### src/rtl/ex_mem_reg_pkg.sv
// Shared EX/MEM definitions: default widths, NZCV bit positions and the beat payload layout.
// Flag fields exist in the payload only when EX_MEM_FLAGS_EN is defined.
package ex_mem_reg_pkg;

    localparam int EX_MEM_DATA_W     = 32;
    localparam int EX_MEM_REG_ADDR_W = 4;

    localparam int NZCV_W = 4;
    localparam int NZCV_N = 3;
    localparam int NZCV_Z = 2;
    localparam int NZCV_C = 1;
    localparam int NZCV_V = 0;

    typedef struct packed {
        logic                         reg_write_enable;
        logic                         mem_write_enable;
        logic                         mem_to_reg_select;
`ifdef EX_MEM_FLAGS_EN
        logic                         status_bits;
        logic [NZCV_W-1:0]            flags;
`endif
        logic [EX_MEM_DATA_W-1:0]     alu_result;
        logic [EX_MEM_DATA_W-1:0]     store_data;
        logic [EX_MEM_REG_ADDR_W-1:0] rd;
    } ex_mem_payload_t;

    function automatic logic [NZCV_W-1:0] nzcv_pack(
        input logic n,
        input logic z,
        input logic c,
        input logic v
    );
        logic [NZCV_W-1:0] f;
        f         = '0;
        f[NZCV_N] = n;
        f[NZCV_Z] = z;
        f[NZCV_C] = c;
        f[NZCV_V] = v;
        return f;
    endfunction

endpackage

### src/rtl/ex_mem_reg_skid_buffer.sv
// Two-entry skid buffer: main entry drives the output, skid entry absorbs one beat while main is stalled.
// Latency 1 cycle into an empty main; in_ready is a flop, so no combinational path from out_ready to in_ready.
module ex_mem_reg_skid_buffer #(
    parameter int W = 8
) (
    input  logic         clk,
    input  logic         reset,
    input  logic         flush,
    input  logic         in_valid,
    output logic         in_ready,
    input  logic [W-1:0] in_dat,
    output logic         out_valid,
    input  logic         out_ready,
    output logic [W-1:0] out_dat
);

    logic         main_vld_q, main_vld_d;
    logic         skid_vld_q, skid_vld_d;
    logic [W-1:0] main_dat_q, main_dat_d;
    logic [W-1:0] skid_dat_q, skid_dat_d;
    logic         rdy_q;
    logic         accept;
    logic         drain;

    assign accept = in_valid && rdy_q;
    assign drain  = main_vld_q && out_ready;

    always_comb begin
        main_vld_d = main_vld_q;
        skid_vld_d = skid_vld_q;
        main_dat_d = main_dat_q;
        skid_dat_d = skid_dat_q;
        if (flush) begin
            main_vld_d = 1'b0;
            skid_vld_d = 1'b0;
        end else if (skid_vld_q) begin
            // rdy_q is low while skid holds a beat, so nothing new can arrive here
            if (drain) begin
                main_dat_d = skid_dat_q;
                skid_vld_d = 1'b0;
            end
        end else if (!main_vld_q || drain) begin
            main_vld_d = accept;
            if (accept) begin
                main_dat_d = in_dat;
            end
        end else if (accept) begin
            skid_vld_d = 1'b1;
            skid_dat_d = in_dat;
        end
    end

    always_ff @(posedge clk or posedge reset) begin
        if (reset) begin
            main_vld_q <= 1'b0;
            skid_vld_q <= 1'b0;
            main_dat_q <= '0;
            skid_dat_q <= '0;
            rdy_q      <= 1'b0;
        end else begin
            main_vld_q <= main_vld_d;
            skid_vld_q <= skid_vld_d;
            main_dat_q <= main_dat_d;
            skid_dat_q <= skid_dat_d;
            rdy_q      <= !skid_vld_d;
        end
    end

    assign in_ready  = rdy_q;
    assign out_valid = main_vld_q;
    assign out_dat   = main_dat_q;

endmodule

### src/rtl/ex_mem_reg.sv
// EX/MEM pipeline register: packs execute results into a skid buffer, qualifies write enables, keeps committed NZCV.
// The flag register is built only when EX_MEM_FLAGS_EN is defined; otherwise flags_q is constant zero.
module ex_mem_reg
    import ex_mem_reg_pkg::*;
#(
    parameter int DATA_W     = EX_MEM_DATA_W,
    parameter int REG_ADDR_W = EX_MEM_REG_ADDR_W
) (
    input  logic                  clk,
    input  logic                  reset,
    input  logic                  in_valid,
    output logic                  in_ready,
    input  logic                  reg_write_enable_in,
    input  logic                  mem_write_enable_in,
    input  logic                  mem_to_reg_select_in,
    input  logic                  status_bits_in,
    input  logic [DATA_W-1:0]     alu_result_in,
    input  logic [DATA_W-1:0]     store_data_in,
    input  logic [REG_ADDR_W-1:0] rd_in,
    input  logic [NZCV_W-1:0]     flags_in,
    input  logic                  flush,
    output logic                  out_valid,
    input  logic                  out_ready,
    output logic                  reg_write_enable_out,
    output logic                  mem_write_enable_out,
    output logic                  mem_to_reg_select_out,
    output logic [DATA_W-1:0]     alu_result_out,
    output logic [DATA_W-1:0]     store_data_out,
    output logic [REG_ADDR_W-1:0] rd_out,
    output logic [NZCV_W-1:0]     flags_q
);

    // Payload field widths come from the package, so DATA_W/REG_ADDR_W track its defaults.
    ex_mem_payload_t in_pl;
    ex_mem_payload_t out_pl;

    always_comb begin
        in_pl                   = '0;
        in_pl.reg_write_enable  = reg_write_enable_in;
        in_pl.mem_write_enable  = mem_write_enable_in;
        in_pl.mem_to_reg_select = mem_to_reg_select_in;
`ifdef EX_MEM_FLAGS_EN
        in_pl.status_bits       = status_bits_in;
        in_pl.flags             = flags_in;
`endif
        in_pl.alu_result        = alu_result_in;
        in_pl.store_data        = store_data_in;
        in_pl.rd                = rd_in;
    end

    ex_mem_reg_skid_buffer #(
        .W($bits(ex_mem_payload_t))
    ) u_skid (
        .clk      (clk),
        .reset    (reset),
        .flush    (flush),
        .in_valid (in_valid),
        .in_ready (in_ready),
        .in_dat   (in_pl),
        .out_valid(out_valid),
        .out_ready(out_ready),
        .out_dat  (out_pl)
    );

    assign reg_write_enable_out  = out_valid && out_pl.reg_write_enable;
    assign mem_write_enable_out  = out_valid && out_pl.mem_write_enable;
    assign mem_to_reg_select_out = out_pl.mem_to_reg_select;
    assign alu_result_out        = out_pl.alu_result;
    assign store_data_out        = out_pl.store_data;
    assign rd_out                = out_pl.rd;

`ifdef EX_MEM_FLAGS_EN
    logic [NZCV_W-1:0] nzcv_q, nzcv_d;
    logic              commit;

    // A flushed beat never transfers, so it must not commit flags either.
    assign commit = out_valid && out_ready && !flush && out_pl.status_bits;

    always_comb begin
        nzcv_d = nzcv_q;
        if (commit) begin
            nzcv_d = out_pl.flags;
        end
    end

    always_ff @(posedge clk or posedge reset) begin
        if (reset) begin
            nzcv_q <= '0;
        end else begin
            nzcv_q <= nzcv_d;
        end
    end

    assign flags_q = nzcv_q;
`else
    logic unused_flag_inputs;
    assign unused_flag_inputs = ^{status_bits_in, flags_in};
    assign flags_q            = '0;
`endif

endmodule

### config.mk
export PLATFORM = sky130hd
export DESIGN_NAME = ex_mem_reg
export DESIGN_NICKNAME = d
export VERILOG_FILES = /design/src/rtl/ex_mem_reg_pkg.sv /design/src/rtl/ex_mem_reg_skid_buffer.sv /design/src/rtl/ex_mem_reg.sv
export SDC_FILE = /design/constraint.sdc
export NUM_CORES = 1
export LEC_CHECK = 0
export CAP_MARGIN = 5
export CORE_ASPECT_RATIO = 0.8
export CORE_MARGIN = 4
export CORE_UTILIZATION = 35
export CTS_BUF_LIST = sky130_fd_sc_hd__clkbuf_4 sky130_fd_sc_hd__clkbuf_8 sky130_fd_sc_hd__clkbuf_16
export DETAILED_ROUTE_END_ITERATION = 6
export GPL_TIMING_DRIVEN = 0
export HOLD_SLACK_MARGIN = 0.06
export SETUP_SLACK_MARGIN = 0.15
export SYNTH_ARGS = -nofsm -noshare
export SYNTH_HDL_FRONTEND = slang
export SYNTH_SLANG_ARGS = --single-unit
export TNS_END_PERCENT = 50
### constraint.sdc
create_clock -name clk -period 5.75 [get_ports clk]
set_input_delay 1.15 -clock clk [delete_from_list [all_inputs] [get_ports clk]]
set_output_delay 1.15 -clock clk [all_outputs]
set_load 0.02 [all_outputs]
==> metrics.csv <==
metric,value,unit
internal cell power,2.81,mW
H-tree depth,4,
drc violations,0,
worst path cell trace,clkdlybuf4s50_1 -> nand3b_4 -> a221oi_2 -> buf_2 -> mux2_2,
WL per Instance,16.4,um
Tcrit/Tclk final,0.508,
Root Driver,clkbuf_16,
Fin Clk Skew,13.3,ps
Placed Cells,884,
layout cell share with drive strength beyond 1,0.517,
Die X,167,um
Pleak,4.34,nW
combinational power share,0.320,
clock slew at reported path FFs,60,ps
CP max stage delay,600,ps
min-delay worst type,register to register,
num rows,46,
crit end category,register,
largest net degree at the start of global routing,80,
GP Congestion,0.737,
Routed Antenna Nets,0,
Psw,1.03,mW
TNS Setup,0,ps
WP data arrival,3220,ps
top post-synthesis cells by area,"dfrtp_1, mux2_2, mux2_4",
minimum clock period,2920,ps
Multi-input gate area,0.00276,mm^2
Netlist cell types,19,
clk_lat worst skew,420,ps
status,"complete, no violations",
CTS tree,yes,
filler-free cell count of the finished design,916,
critical path class,primary input to register,
Maximum Capacitance Violations,0,
core area,0.0199,mm^2
post-detail-place hpwl,10500,um
critical path required time,6050,ps
Synth Instances,468,
sequential-to-total area share from yosys stat,0.512,
# setup viols final,0,
port bufs,148,
RSZ-0062 raised after global routing,false,
Area Growth Syn to Fin,34.7,%
largest area contributor in the netlist,dfrtp_1,
initial antenna violation count,0,
DRT Pass-1 Iters,4,
"Hold-fix buffers, CTS",0,
final core occ,0.481,
worst-path fanout max,10,
Clock Path Buffers,2,
vias,4071,
gr ovfl total,0,
Hold Path Cell Cnt,1,
cts bufs inserted,17,
die area,0.0226,mm^2
"Setup Fix Bufs, Post-CTS",0,
Worst-Margin Slew,733,ps
first-pass GRT wire length,24500,um
Final Routed Wirelength,15000,um
Max VDD drop,174,uV
Total GRT Usage,0.137,
Syn Area/Cell,15.1,um^2
achievable frequency,342,MHz
Seq cells post-synth,145,
FF-to-FF path depth,4,
CTS resizes,0,
share of the synthesized area in the top cell type,0.512,
FILL cells,1733,
sequential group share of total power,0.383,
cell depth of the worst setup path,5,
Seq. cell area,0.00363,mm^2
Inserted Diodes,0,
Mapped Area,0.00709,mm^2
Nets,720,
crit path launch type,primary input,
CP max stage cell,a221oi_2,
vias in the first global route,4586,
CP top delay family,buffers and inverters,
Initial Utilization,0.357,
Buf/Inv on CP,2,
net switching fraction of the power,0.269,
clock power share,0.297,
final hold violations,0,
I/O Pins,158,
drt via density,4.44,
Die Ht,135,um
Power Dens Cells,402,mW/mm^2
Final Slew Violations,0,
Synth Warn #,0,
TritonCTS sink count,145,
Slew headroom,0.512,
initial drt markers,75,
==> kinds of logic (layout without fill, tap and decap cells) <==
group / after synthesis / after routing / synth area share
muxes: 213 / 213 / 0.376
and+or+nand+nor: 5 / 5 / 0.00653
AOI/OAI and AO/OA: 5 / 5 / 0.00565
other: 1 / 4 / 0.000529
DFF: 145 / 145 / 0.512
buffers and inverters: 99 / 280 / 0.0996
==> power by group through the flow <==
stage          Sequential [mW]  Combinational [mW]  Clock, mW
2_1_floorplan             1.44               0.834          0
3_3_place_gp              1.47                1.22          0
6_report                  1.47                1.23       1.14
4_1_cts                   1.47                1.25       1.17
3_5_place_dp              1.48                1.24          0
5_1_grt                   1.51                1.31       1.22
==> per-layer routing <==
metal | track usage | routed length, um | part of all wire
met1 | 0.181 | 7130 | 0.47
met2 | 0.210 | 6900 | 0.46
met3 | 0.0467 | 795 | 0.053
met4 | 0.0482 | 213 | 0.014
met5 | 0 | 0 | 0
==> through the flow <==
| stage | power, mW | setup slack (ps) | cell area (um^2) | hold WS [ps] |
|---|---|---|---|---|
| 3_3_place_gp | 2.69 | -1380 | 8910 | 486 |
| 5_1_grt | 4.04 | 2720 | 9550 | 520 |
| 4_1_cts | 3.90 | 2770 | 9550 | 504 |
| 3_5_place_dp | 2.72 | 2330 | 8940 | 488 |
| 2_1_floorplan | 2.27 | 705 | 7100 | 472 |
| 6_report | 3.84 | 2830 | 9550 | 504 |
==> registers in the layout (all words and copies together), names as in the netlist <==
| name | cells |
|---|---|
| u_skid.out_dat | 71 |
| u_skid.skid_dat_q | 71 |
| u_skid.in_ready | 1 |
| u_skid.out_valid | 1 |
| u_skid.skid_vld_q | 1 |
==> cell usage in the layout (no fill, tap or decap) <==
cell               n
clkbuf_8           1
clkbuf_2           1
a21oi_1            1
clkbuf_1           8
nand3b_4           1
inv_6              3
a211o_1            1
clkinv_2           4
conb_1             4
or4b_1             1
buf_16             1
buf_6              7
mux2_2           143
clkinv_4           1
mux2_4            70
a31oi_1            1
clkdlybuf4s50_1  148
clkbuf_4           1
clkbuf_16         17
dfrtp_1          145
nand2_1            1
a221oi_2           1
inv_1              2
bufinv_16          3
clkinvlp_4         3
buf_4             72
buf_2              8
o21ai_0            1
and2_1             2
==> cell usage after synthesis <==
cell type  number
and2_1          2
mux2_4         70
a221oi_2        1
nand2_1         1
or4b_1          1
mux2_2        143
o21ai_0         1
buf_6           7
clkbuf_1        8
a31oi_1         1
a21oi_1         1
buf_4          72
inv_1           3
dfrtp_1       145
conb_1          1
nand3b_4        1
a211o_1         1
buf_2           8
clkbuf_2        1
==> worst paths after layout <==
path | from | to | slack (ps)
max | in_valid | u_skid.out_dat[13] | 2830
max in group asynchronous | reset | u_skid.out_dat[41] | 3730
min | u_skid.skid_dat_q[68] | u_skid.skid_dat_q[68] | 500
max reg2reg | u_skid.skid_vld_q | u_skid.out_dat[35] | 3490
min in group asynchronous | reset | u_skid.skid_dat_q[3] | 1190
min reg2reg | u_skid.skid_dat_q[68] | u_skid.skid_dat_q[68] | 500
==> worst register-to-register path, cell delays in order, from the launching register on <==
cell	delay [ps]
dfrtp_1	370
clkbuf_1	490
clkbuf_1	630
mux2_2	410
mux2_2	260
==> area by class of cell <==
| class | count | area share |
|---|---|---|
| sequential | 145 | 0.380 |
| multi-input combinational | 227 | 0.289 |
| timing repair buffer | 149 | 0.158 |
| buffer | 96 | 0.0727 |
| clock buffer | 19 | 0.0468 |
| tap | 264 | 0.0346 |
| clock inverter | 13 | 0.0166 |
| inverter | 3 | 0.00170 |
Note: power is estimated with default switching activity, not from simulation.
